[src/rtl/interboard_tx_sched.sv]
// Transmit scheduler for the interboard link: queues game messages, gives a
// pending interboard reset message strict priority, and retries until acknowledged.
module interboard_tx_sched #(
   parameter int         DEPTH        = 4,
   parameter int         ACK_TIMEOUT  = 1000,
   parameter int         MAX_RETRY    = 3,
   parameter logic [2:0] RST_MSG_TYPE = 3'd7
) (
   input  logic                     clk,
   input  logic                     rst,
   input  logic                     rst_req,
   input  logic                     game_en,
   input  logic [2:0]               game_msg_type,
   input  logic [4:0]               game_number,
   output logic                     game_full,
   output logic [$clog2(DEPTH):0]   fifo_count,
   input  logic                     link_ready,
   input  logic                     link_ack,
   output logic                     tx_valid,
   output logic [2:0]               tx_msg_type,
   output logic [4:0]               tx_number,
   output logic                     busy,
   output logic                     overflow,
   output logic                     link_err
);

   localparam int AW = $clog2(DEPTH);
   localparam int CW = AW + 1;
   localparam int TW = $clog2(ACK_TIMEOUT) + 1;
   localparam int RW = $clog2(MAX_RETRY + 1) + 1;

   typedef enum logic [1:0] {IDLE, SEND, WAIT_ACK} state_t;

   state_t          state_q, state_d;
   logic [AW-1:0]   wr_ptr_q, wr_ptr_d;
   logic [AW-1:0]   rd_ptr_q, rd_ptr_d;
   logic [CW-1:0]   count_q, count_d;
   logic            rst_pend_q, rst_pend_d;
   logic            src_rst_q, src_rst_d;
   logic [RW-1:0]   retry_q, retry_d;
   logic [TW-1:0]   timer_q, timer_d;
   logic            tx_valid_q, tx_valid_d;
   logic [2:0]      tx_type_q, tx_type_d;
   logic [4:0]      tx_num_q, tx_num_d;
   logic            overflow_q, overflow_d;
   logic            link_err_q, link_err_d;
   logic [7:0]      mem_q [DEPTH];

   logic            full;
   logic            push_ok;
   logic            pop;
   logic            done;

   // Full is judged on pre-edge occupancy, so a push is dropped even when a pop lands in the same cycle.
   assign full    = (count_q == CW'(DEPTH));
   assign push_ok = game_en && !full;

   always_ff @(posedge clk) begin
      if (push_ok) mem_q[wr_ptr_q] <= {game_msg_type, game_number};
   end

   always_comb begin
      state_d    = state_q;
      wr_ptr_d   = wr_ptr_q;
      rd_ptr_d   = rd_ptr_q;
      rst_pend_d = rst_pend_q;
      src_rst_d  = src_rst_q;
      retry_d    = retry_q;
      timer_d    = timer_q;
      tx_valid_d = tx_valid_q;
      tx_type_d  = tx_type_q;
      tx_num_d   = tx_num_q;
      overflow_d = overflow_q;
      link_err_d = link_err_q;
      pop        = 1'b0;
      done       = 1'b0;

      if (game_en && full) overflow_d = 1'b1;

      case (state_q)
         IDLE: begin
            if (rst_pend_q) begin
               tx_type_d  = RST_MSG_TYPE;
               tx_num_d   = 5'd0;
               src_rst_d  = 1'b1;
               retry_d    = '0;
               tx_valid_d = 1'b1;
               state_d    = SEND;
            end else if (count_q != '0) begin
               tx_type_d  = mem_q[rd_ptr_q][7:5];
               tx_num_d   = mem_q[rd_ptr_q][4:0];
               src_rst_d  = 1'b0;
               retry_d    = '0;
               tx_valid_d = 1'b1;
               state_d    = SEND;
            end
         end
         SEND: begin
            if (link_ready) begin
               tx_valid_d = 1'b0;
               timer_d    = '0;
               state_d    = WAIT_ACK;
            end
         end
         WAIT_ACK: begin
            timer_d = timer_q + 1'b1;
            // An ack arriving on the timeout cycle still counts as delivered.
            if (link_ack) begin
               done = 1'b1;
            end else if (timer_q == TW'(ACK_TIMEOUT - 1)) begin
               if (retry_q < RW'(MAX_RETRY)) begin
                  retry_d    = retry_q + 1'b1;
                  tx_valid_d = 1'b1;
                  state_d    = SEND;
               end else begin
                  done       = 1'b1;
                  link_err_d = 1'b1;
               end
            end
            if (done) begin
               state_d = IDLE;
               if (src_rst_q) rst_pend_d = 1'b0;
               else           pop        = 1'b1;
            end
         end
         default: state_d = IDLE;
      endcase

      if (rst_req) rst_pend_d = 1'b1;
      if (push_ok) wr_ptr_d = wr_ptr_q + 1'b1;
      if (pop)     rd_ptr_d = rd_ptr_q + 1'b1;
      count_d = count_q + CW'(push_ok) - CW'(pop);
   end

   always_ff @(posedge clk or posedge rst) begin
      if (rst) begin
         state_q    <= IDLE;
         wr_ptr_q   <= '0;
         rd_ptr_q   <= '0;
         count_q    <= '0;
         rst_pend_q <= 1'b0;
         src_rst_q  <= 1'b0;
         retry_q    <= '0;
         timer_q    <= '0;
         tx_valid_q <= 1'b0;
         tx_type_q  <= '0;
         tx_num_q   <= '0;
         overflow_q <= 1'b0;
         link_err_q <= 1'b0;
      end else begin
         state_q    <= state_d;
         wr_ptr_q   <= wr_ptr_d;
         rd_ptr_q   <= rd_ptr_d;
         count_q    <= count_d;
         rst_pend_q <= rst_pend_d;
         src_rst_q  <= src_rst_d;
         retry_q    <= retry_d;
         timer_q    <= timer_d;
         tx_valid_q <= tx_valid_d;
         tx_type_q  <= tx_type_d;
         tx_num_q   <= tx_num_d;
         overflow_q <= overflow_d;
         link_err_q <= link_err_d;
      end
   end

   assign game_full   = full;
   assign fifo_count  = count_q;
   assign tx_valid    = tx_valid_q;
   assign tx_msg_type = tx_type_q;
   assign tx_number   = tx_num_q;
   assign busy        = (state_q != IDLE) || (count_q != '0) || rst_pend_q;
   assign overflow    = overflow_q;
   assign link_err    = link_err_q;

endmodule
[config.mk]
export PLATFORM = sky130hd
export DESIGN_NAME = interboard_tx_sched
export DESIGN_NICKNAME = d
export VERILOG_FILES = /design/src/rtl/interboard_tx_sched.sv
export SDC_FILE = /design/constraint.sdc
export NUM_CORES = 1
export LEC_CHECK = 0
export BUFFER_PORTS_ARGS = -buffer_cell sky130_fd_sc_hd__buf_4
export CAP_MARGIN = 20
export CORE_UTILIZATION = 55
export DETAILED_ROUTE_END_ITERATION = 6
export HOLD_SLACK_MARGIN = 0.08
export PLACE_DENSITY = 0.87
export SYNTH_ARGS = -nofsm -noshare
export SYNTH_HDL_FRONTEND = slang
export SYNTH_SLANG_ARGS = --single-unit
[constraint.sdc]
create_clock -name clk -period 3.6 [get_ports clk]
set_input_delay 0.72 -clock clk [delete_from_list [all_inputs] [get_ports clk]]
set_output_delay 0.72 -clock clk [all_outputs]
set_load 0.01 [all_outputs]
==> flow_summary.toml, run 1 <==
[clocking]
cts_buffer_depth = 2
postCtsSetupBuffers = 0
cts_hold_buffers = 0
htree_num_levels = 3
insertion_delay_ps = 350
postCtsResizedCells = 0
clk_transition_reported_paths_ps = 80
cts_tree = "yes"
numCtsBuffers = 9
clock-sinks = 68
cts_root_buf = "clkbuf_8"

[global_route]
grt_max_degree = 37
antenna_found_initial = 0
grt_pass1_wl_mm = 8.09
grt_remaining_overflow = 0
grtUsageTotal = 0.204
first_global_vias = 1688

[logic_synthesis]
syn_area_per_cell_um2 = 13.8
synth_mux_area_frac = 0.0688
ys_types = 41
synth_simple_gate_area_frac = 0.120
yosys_warnings = 0
syn_inst = 211
synthAdderAreaFrac = 0.0413
synth_top_family_by_area = "simple AND/OR/NAND/NOR gates"
synth-seq-area-share = 0.640
synth_area_mm2 = 0.00291
synth_fp_nets = 234
synth-xor-area-share = 0.0150
synth_compound_gate_area_share = 0.0924
synth-seq-cells = 68

[sta]
slew_headroom = 0.553
rsz0062_at_grt = "no"
fin_skew_ps = 5.94
whs_ps = 464
hold_viol_final = 0
fin_tns_setup_ps = 0
fmax_ghz = 0.370
timing.final.crit_share = 0.751
period_minus_slack_ps = 2700
setup_viol = 0
slew_violations = 0
worst_slew_pin_slew_ps = 669

[layout]
syn_to_final_growth_pct = 16.5
final_layout_size_suffix_gt1_frac = 0.225
final_cells = 319
final_cell_area_mm2 = 0.00339
post-route-util = 0.664
final_nets = 267
n_antenna_cell = 0

[critical_path]
rrSetupSlack_ps = 900
path_class = "register to register"
crit_path_start_kind = "register"
rr_worst_depth = 10
slowest_delay_ps = 430
slowest_stage = "dfrtp_1"
crit_chain = "ha_1, nand4b_1, nor4b_4, o21a_1, ha_1, inv_1, ha_1, fa_1, xnor2_1, xnor2_1"
cp_common_cell = "ha_1"
worstSetupEndpointType = "register"
timing.rr.end = "fifo_count[2]$_DFF_PP0_"
cp_data_required_time_ps = 3870
cp_max_fo = 6
worstPathArrival_ps = 2970
timing.rr.start = "timer_q[0]$_DFFE_PP0P_"

[status]
status = "finished, final reports clean"

[min_path]
min_path_type = "input port to asynchronous set/reset pin"

[die]
die_y_um = 74.7
top_level_ports = 30
die_w_um = 74.7
rows = 26
coreArea_mm2 = 0.00511
initial_core_util = 0.570
dieArea_mm2 = 0.00559

[drt]
totalWireLength_mm = 5.09
drt_iter0_drc = 153
dr_wl_met3_um = 177
vias = 1811
ant_nets = 0
vias_per_cell = 5.68
wl_met1_mm = 2.26
routedWlPerCell_um = 15.9
dr.pass1.iters = 4
drc = 0
routed.top_layer = "met4"
met2WireLength_mm = 2.54

[power_and_ir_drop]
cellPowerDensity_mw_per_mm2 = 718
vdd_ir_drop_max_mv = 0.457
p_leak_nw = 1.36

[placed_design]
portBuffers = 29
dp.cells = 303
post_dp_cell_area_mm2 = 0.00318
dp_hpwl_mm = 3.53
gp_congestion = 0.871

[flow_run]
maxCapViolations = 0
-- cells by family (layout without fill, tap and decap cells) --
group,after synthesis,in the layout
AO/OA/AOI/OAI,40,40
XOR/XNOR,5,5
adder cells (fa/ha/maj),9,9
buffers and inverters,15,53
flip-flops,68,68
multiplexers,10,10
AND/OR/NAND/NOR,64,64
-- cells in the mapped netlist, drive strengths merged --
cell / number / area [µm²]
nor2b: 2 / 12.5
o311ai: 1 / 8.76
o211ai: 5 / 37.5
a21o: 3 / 22.5
o41ai: 1 / 8.76
nor2: 10 / 37.5
xor2: 1 / 8.76
a22o: 6 / 52.6
and2: 5 / 31.3
nor3: 1 / 5.00
nor4: 2 / 12.5
o21a: 1 / 7.51
nand3b: 1 / 7.51
a21oi: 4 / 20.0
a21boi: 1 / 7.51
nor3b: 1 / 7.51
o31ai: 3 / 22.5
ha: 8 / 100
buf: 6 / 32.5
dfrtp: 36 / 901
nand3: 10 / 50.1
nand2b: 3 / 18.8
mux4: 8 / 180
edfxtp: 32 / 961
nand4: 4 / 25.0
or3: 2 / 12.5
clkbuf: 2 / 7.51
fa: 1 / 20.0
mux2i: 2 / 20.0
nand2: 18 / 67.6
and3: 1 / 6.26
inv: 7 / 26.3
nor4b: 1 / 23.8
o21ai: 13 / 65.1
o21bai: 1 / 7.51
o31a: 1 / 8.76
or4: 1 / 11.3
nand4bb: 1 / 11.3
xnor2: 4 / 35.0
nand4b: 1 / 8.76
-- metal layers --
| metal | vias to the layer above | GRT usage |
|---|---|---|
| met5 | - | 0 |
| met4 | 0 | 0.105 |
| met3 | 12 | 0.0482 |
| met2 | 41 | 0.314 |
| met1 | 907 | 0.274 |
| li1 | 851 | - |
-- placed cells by master, fill, tap and decap left out, types with 2 or more instances in the layout --
master | Yosys | layout
xnor2_1 | 4 | 4
or3_1 | 2 | 2
nor4_1 | 2 | 2
o21ai_0 | 13 | 13
nor2b_1 | 2 | 2
nand2_1 | 18 | 18
nand3_1 | 10 | 10
nand2b_1 | 3 | 3
nor2_1 | 10 | 10
edfxtp_1 | 32 | 32
a21o_1 | 3 | 3
mux4_2 | 8 | 8
o211ai_1 | 5 | 5
and2_1 | 5 | 5
clkbuf_8 | 0 | 9
mux2i_1 | 2 | 2
a22o_1 | 6 | 6
dfrtp_1 | 36 | 36
o31ai_1 | 3 | 3
inv_6 | 0 | 3
clkinvlp_4 | 0 | 2
buf_4 | 1 | 30
ha_1 | 8 | 8
nand4_1 | 4 | 4
a21oi_1 | 4 | 4
inv_1 | 7 | 7
-- per-stage QoR --
| step | total power, mW | setup WS [ps] |
|---|---|---|
| 3_5_place_dp | 1.80 | 961 |
| 4_1_cts | 2.45 | 900 |
| 6_report | 2.44 | 896 |
| 2_1_floorplan | 1.58 | 1210 |
| 3_3_place_gp | 1.76 | 1050 |
| 5_1_grt | 2.56 | 731 |
-- critical path, delay by kind of cell, from the launching register on --
family	cells	cell delay, ps
AOI/OAI and AO/OA	1	220
xor gates and xnor gates	2	330
adders and majority gates	4	1030
buffers and inverters	1	40
DFF	1	430
and+or+nand+nor	2	580
-- worst max-delay path by stage --
stage / endpoint / start / slack, ps / cells after the start
floorplan: fifo_count[2]$_DFF_PP0_ / timer_q[0]$_DFFE_PP0P_ / 1210 / 10
global placement: fifo_count[2]$_DFF_PP0_ / game_en / 1050 / 9
detailed placement: fifo_count[2]$_DFF_PP0_ / timer_q[0]$_DFFE_PP0P_ / 960 / 10
CTS: fifo_count[2]$_DFF_PP0_ / timer_q[0]$_DFFE_PP0P_ / 900 / 10
global route: fifo_count[2]$_DFF_PP0_ / timer_q[0]$_DFFE_PP0P_ / 730 / 10
finish: fifo_count[2]$_DFF_PP0_ / timer_q[0]$_DFFE_PP0P_ / 900 / 10
-- registers in the layout (all words and copies together) (netlist names) --
signal / cells
tx_msg_type: 3
tx_number: 5
rd_ptr_q: 2
link_err: 1
src_rst_q: 1
timer_q: 11
tx_valid: 1
state_q: 2
wr_ptr_q: 2
mem_q: 32
fifo_count: 3
overflow: 1
rst_pend_q: 1
retry_q: 3
-- cell type report --
| class | instances | area (µm²) |
|---|---|---|
| clock inverters | 7 | 82.6 |
| fillers | 378 | 1720 |
| flip-flops and latches | 68 | 1860 |
| inverters | 7 | 26.3 |
| clock buffers | 9 | 124 |
| repair buffers | 30 | 225 |
| well taps | 70 | 87.6 |
| multi-input cells | 128 | 982 |
-- where the power goes --
part | total (mW) | internal, mW | switching, mW
Combinational | 0.622 | 0.305 | 0.317
Clock | 0.654 | 0.331 | 0.323
Sequential | 1.16 | 0.999 | 0.161
(Power assumes the default switching activity.)
==> run 2: changes to the inputs <==
--- a/config.mk
+++ b/config.mk
@@ -7,7 +7,7 @@
 export LEC_CHECK = 0
 export BUFFER_PORTS_ARGS = -buffer_cell sky130_fd_sc_hd__buf_4
 export CAP_MARGIN = 20
-export CORE_UTILIZATION = 55
+export CORE_UTILIZATION = 52
 export DETAILED_ROUTE_END_ITERATION = 6
 export HOLD_SLACK_MARGIN = 0.08
 export PLACE_DENSITY = 0.87
==> constraint.sdc (replaced) <==
create_clock -name clk -period 2.2 [get_ports clk]
set_input_delay 0.44 -clock clk [delete_from_list [all_inputs] [get_ports clk]]
set_output_delay 0.44 -clock clk [all_outputs]
set_load 0.01 [all_outputs]
==> run 2 against run 1 <==
Against the previous run:
- the run now ends with negative setup slack left
- clock power grew 70%
- critical path type unchanged
- sequential power grew 59%
- sequential cell count is the same
- largest power group unchanged
- largest cell class unchanged
- hold slack lost 270 ps
- via count grew 7.0%
- critical endpoint unchanged
- combinational power grew 100%
- global-route usage grew 1.7 points
- clock-buffer cell count is the same
- power grew 73%
- first-iteration DRC count grew 51%
- final area grew 6.3%
- die area grew 5.6%
==> flow_summary.toml, run 2 (same netlist as run 1, synthesis figures left out) <==
[status]
status = "finished with violations"
failed_checks = "negative setup slack"

[global_route]
grt_pass1_wl_mm = 9.76
grt_remaining_overflow = 0
first_global_vias = 1982
grtUsageTotal = 0.221
grt_max_degree = 37
antenna_found_initial = 0

[clocking]
clk_transition_reported_paths_ps = 80
numCtsBuffers = 9
insertion_delay_ps = 340
cts_buffer_depth = 2
cts_tree = "yes"
htree_num_levels = 3
clock-sinks = 68
cts_hold_buffers = 0
cts_root_buf = "clkbuf_8"

[critical_path]
path_class = "register to register"
worstPathArrival_ps = 2500
crit_start = "timer_q[1]$_DFFE_PP0P_"
rr_worst_depth = 10
timing.rr.end = "fifo_count[2]$_DFF_PP0_"
crit_chain = "ha_4, nand4b_1, nor4b_4, o21a_1, ha_1, inv_1, ha_2, fa_2, xnor2_2, xnor2_1"
slowest_delay_ps = 410
worstSetupEndpointType = "register"
cp_max_fo = 2
crit_path_start_kind = "register"
path_delay_family = "adder cells"
crit_buf_inv = 1
timing.rr.start = "timer_q[1]$_DFFE_PP0P_"
rrSetupSlack_ps = -80
endpoint = "fifo_count[2]$_DFF_PP0_"
cp.depth = 10
cp_data_required_time_ps = 2420
slowest_stage = "dfrtp_1"

[sta]
fin_skew_ps = 9.09
timing.final.crit_share = 1.04
slew_headroom = 0.696
hold_viol_final = 0
fmax_ghz = 0.438
rsz0062_at_grt = "yes"
setup_ws_ps = -84.5
period_minus_slack_ps = 2280
worst_slew_pin_slew_ps = 456
slew_violations = 0
setup_viol = 2

[layout]
n_antenna_cell = 0
syn_to_final_growth_pct = 23.9
largest_register = "mem_q"
largest_reg_flops = 32
layout_common_cells = "54 x buf_4, 35 x dfrtp_1, 32 x edfxtp_1, 18 x nand2_1, 13 x o21ai_0"
final_layout_size_suffix_gt1_frac = 0.308
final_nets = 291
post-route-util = 0.688
final_common_cell = "buf_4"

[min_path]
min_path_type = "input port to asynchronous set/reset pin"

[placed_design]
dp_hpwl_mm = 4.06
dpl_worst_slack_ps = -119
gp_congestion = 0.771
portBuffers = 29

[drt]
ant_nets = 0
totalWireLength_mm = 5.70
vias_per_cell = 5.65
drt_iter0_drc = 231
vias = 1938
drc = 0
dr.pass1.iters = 4
routedWlPerCell_um = 16.6

[die]
initial_core_util = 0.556
die_w_um = 76.8
rows = 26
coreArea_mm2 = 0.00524
top_level_ports = 30
dieArea_mm2 = 0.00590
die_y_um = 76.8

[power_and_ir_drop]
fin_total_pwr_mw = 4.21
p_leak_nw = 1.48
cellPowerDensity_mw_per_mm2 = 1170
vdd_ir_drop_max_mv = 0.697

[flow_run]
maxCapViolations = 0
run 2: where the power goes:
| part | switching [mW] | internal [mW] |
|---|---|---|
| sequential | 0.207 | 1.64 |
| combinational | 0.628 | 0.630 |
| clock | 0.480 | 0.632 |
| total | 1.31 | 2.90 |
run 2: worst min-delay path by stage:
| stage | from | to | slack, ps | cells after the start |
|---|---|---|---|---|
| floorplan | retry_q[2]$_DFFE_PP0P_ | retry_q[2]$_DFFE_PP0P_ | 450 | 2 |
| global placement | overflow$_DFFE_PP0P_ | overflow$_DFFE_PP0P_ | 450 | 1 |
| detailed placement | overflow$_DFFE_PP0P_ | overflow$_DFFE_PP0P_ | 450 | 1 |
| CTS | rst | timer_q[0]$_DFFE_PP0P_ | 210 | 3 |
| global route | rst | timer_q[1]$_DFFE_PP0P_ | 260 | 3 |
| finish | rst | timer_q[0]$_DFFE_PP0P_ | 200 | 3 |
run 2: worst min-delay path, delay by kind of cell:
family / cells / cell delay, ps
buffers and inverters: 3 / 540
run 2: cell type report:
| class | instances | area, µm² |
|---|---|---|
| clock buffer | 9 | 124 |
| clock inverter | 7 | 91.3 |
| fill | 347 | 1630 |
| inverter | 7 | 26.3 |
| multi-input combinational | 128 | 1010 |
| sequential | 68 | 1860 |
| tap | 70 | 87.6 |
| timing repair buffer | 54 | 405 |
run 2: metal layers:
| metal | wire [µm] | global-route usage | vias to the layer above | share of wire |
|---|---|---|---|---|
| met1 | 2540 | 0.294 | 977 | 0.45 |
| li1 | - | - | 896 | - |
| met4 | 89 | 0.123 | 0 | 0.016 |
| met5 | 0 | 0 | - | 0 |
| met2 | 2830 | 0.332 | 57 | 0.50 |
| met3 | 227 | 0.0548 | 8 | 0.040 |
run 2: what timing repair did:
action / in CTS / in global routing
endpoints found under the setup margin: 2 / 3
buffers inserted: 2 / 2
resized for setup: 0 / 2
gates cloned: 0 / 0
pin swaps: 2 / 0
run 2: per-stage QoR:
step / std cells / setup TNS (ps) / hold WS [ps] / cell area, µm²
final: 343 / -102 / 198 / 3600
after global routing: 343 / -353 / 259 / 3600
after CTS: 341 / -60.3 / 207 / 3580
after detailed placement: 323 / -200 / 455 / 3350
after global placement: 323 / -15.5 / 446 / 3350
after floorplan: 211 / -206 / 450 / 2930
==> run 3: changes to the inputs <==
--- a/config.mk
+++ b/config.mk
@@ -7,10 +7,11 @@
 export LEC_CHECK = 0
 export BUFFER_PORTS_ARGS = -buffer_cell sky130_fd_sc_hd__buf_4
 export CAP_MARGIN = 20
-export CORE_UTILIZATION = 52
+export CORE_UTILIZATION = 55
+export CTS_BUF_LIST = sky130_fd_sc_hd__clkbuf_4 sky130_fd_sc_hd__clkbuf_8
 export DETAILED_ROUTE_END_ITERATION = 6
 export HOLD_SLACK_MARGIN = 0.08
-export PLACE_DENSITY = 0.87
+export PLACE_DENSITY = 0.9
 export SYNTH_ARGS = -nofsm -noshare
 export SYNTH_HDL_FRONTEND = slang
 export SYNTH_SLANG_ARGS = --single-unit
==> run 3 against run 2 <==
Against the previous run:
- the run still ends with negative setup slack left
- hold slack better by 17 ps
- die area is 5.3% lower
- sequential cell count unchanged
- non-clock buffer count decreased by 1
- clock skew fell by 1.5 ps
- final cell count decreased by 0.29%
==> flow_summary.toml, run 3 (same netlist as run 1, synthesis figures left out) <==
[critical_path]
worstSetupEndpointType = "register"
rrSetupSlack_ps = -50
timing.rr.end = "fifo_count[2]$_DFF_PP0_"
cp.depth = 10
path_class = "register to register"
rr_worst_depth = 10
crit_buf_inv = 1
cp_max_fo = 2
crit_path_start_kind = "register"
worstPathArrival_ps = 2470
slowest_stage = "dfrtp_1"
cp_data_required_time_ps = 2420
path_delay_family = "adder cells"
crit_chain = "ha_4, nand4b_1, nor4b_4, o21a_1, ha_1, inv_1, ha_2, fa_2, xnor2_2, xnor2_1"
timing.rr.start = "timer_q[0]$_DFFE_PP0P_"
slowest_delay_ps = 400

[sta]
fmax_ghz = 0.444
hold_viol_final = 0
slew_headroom = 0.609
period_minus_slack_ps = 2250
timing.final.crit_share = 1.02
setup_ws_ps = -51.5
fin_skew_ps = 7.56
fin_tns_setup_ps = -51.5
setup_viol = 1
slew_violations = 0
worst_slew_pin_slew_ps = 586
rsz0062_at_grt = "yes"

[clocking]
clock-sinks = 68
cts_tree = "yes"
cts_buffer_depth = 2
clk_transition_reported_paths_ps = 70
insertion_delay_ps = 330
numCtsBuffers = 9
cts_root_buf = "clkbuf_8"
cts_hold_buffers = 0
htree_num_levels = 3

[global_route]
antenna_found_initial = 0
grt_pass1_wl_mm = 9.43
first_global_vias = 1891
grtUsageTotal = 0.242
grt_remaining_overflow = 0
grt_max_degree = 37

[drt]
vias = 1951
drt_iter0_drc = 255
totalWireLength_mm = 5.81
vias_per_cell = 5.70
drc = 0
routedWlPerCell_um = 17.0
dr.pass1.iters = 4
ant_nets = 0

[layout]
post-route-util = 0.707
final_layout_size_suffix_gt1_frac = 0.305
final_common_cell = "buf_4"
largest_register = "mem_q"
n_antenna_cell = 0
final_nets = 290
largest_reg_flops = 32
syn_to_final_growth_pct = 24.0
layout_common_cells = "53 x buf_4, 36 x dfrtp_1, 32 x edfxtp_1, 18 x nand2_1, 13 x o21ai_0"
final_cell_area_mm2 = 0.00361
nFillCells = 354

[placed_design]
dpl_worst_slack_ps = -104
portBuffers = 29
dp_hpwl_mm = 4.06
post_dp_cell_area_mm2 = 0.00336
gp_congestion = 0.793

[power_and_ir_drop]
power.internal_mw = 2.94
fin_total_pwr_mw = 4.25
cellPowerDensity_mw_per_mm2 = 1180
p_sw_frac = 0.308
p_leak_nw = 1.49
p_clk_frac = 0.271
pwr-share-seq = 0.442
vdd_ir_drop_max_mv = 0.869
p_switching_mw = 1.31
combPwrFrac = 0.288

[die]
rows = 26
coreArea_mm2 = 0.00511
dieArea_mm2 = 0.00559
initial_core_util = 0.570
top_level_ports = 30
die_y_um = 74.7
die_w_um = 74.7

[flow_run]
maxCapViolations = 0

[status]
failed_checks = "negative setup slack"
status = "finished with violations"

[min_path]
min_path_type = "input port to asynchronous set/reset pin"
==> run 3: layer usage <==
layer  global-route usage  routed length (µm)
met4               0.0797                  71
met2                0.373                2930
met1                0.335                2570
met3               0.0710                 232
met5                    0                   0
==> run 3: how the worst max path moves through the flow <==
stage / end / slack, ps / startpoint
finish: fifo_count[2]$_DFF_PP0_ / -50 / timer_q[0]$_DFFE_PP0P_
floorplan: fifo_count[2]$_DFF_PP0_ / -120 / timer_q[1]$_DFFE_PP0P_
global route: fifo_count[2]$_DFF_PP0_ / -200 / timer_q[0]$_DFFE_PP0P_
CTS: fifo_count[2]$_DFF_PP0_ / -50 / timer_q[0]$_DFFE_PP0P_
global placement: fifo_count[2]$_DFF_PP0_ / -5 / timer_q[1]$_DFFE_PP0P_
detailed placement: fifo_count[2]$_DFF_PP0_ / -100 / timer_q[1]$_DFFE_PP0P_
==> run 3: what timing repair did <==
action / 4_1_cts / 5_1_grt
pin swaps: 2 / 0
gates resized for setup: 0 / 1
endpoints found under the setup margin: 2 / 3
setup buffers: 2 / 0
==> run 3: final cells by class <==
cell class	count	area (µm²)	area share
clock buffer	11	145	0.0402
multi-input combinational	128	1010	0.279
sequential	68	1860	0.516
clock inverter	5	83.8	0.0232
tap	70	87.6	0.0243
inverter	7	26.3	0.00728
timing repair buffer	53	398	0.110
==> run 3: power by group through the flow <==
| stage | clock network (mW) | registers, mW | logic (mW) |
|---|---|---|---|
| global placement | 0 | 1.87 | 1.13 |
| floorplan | 0 | 1.82 | 0.789 |
| CTS | 1.17 | 1.88 | 1.22 |
| global route | 1.22 | 1.91 | 1.35 |
| detailed placement | 0 | 1.90 | 1.20 |
| finish | 1.15 | 1.88 | 1.22 |
==> run 3: worst min-delay path, cell delays in order <==
cell	delay, ps
buf_4	100
inv_1	40
buf_4	400
==> run 3: through the flow <==
step | hold WS [ps] | instances
floorplan | 450 | 211
global placement | 442 | 324
detailed placement | 446 | 324
CTS | 212 | 342
global route | 270 | 342
finish | 215 | 342
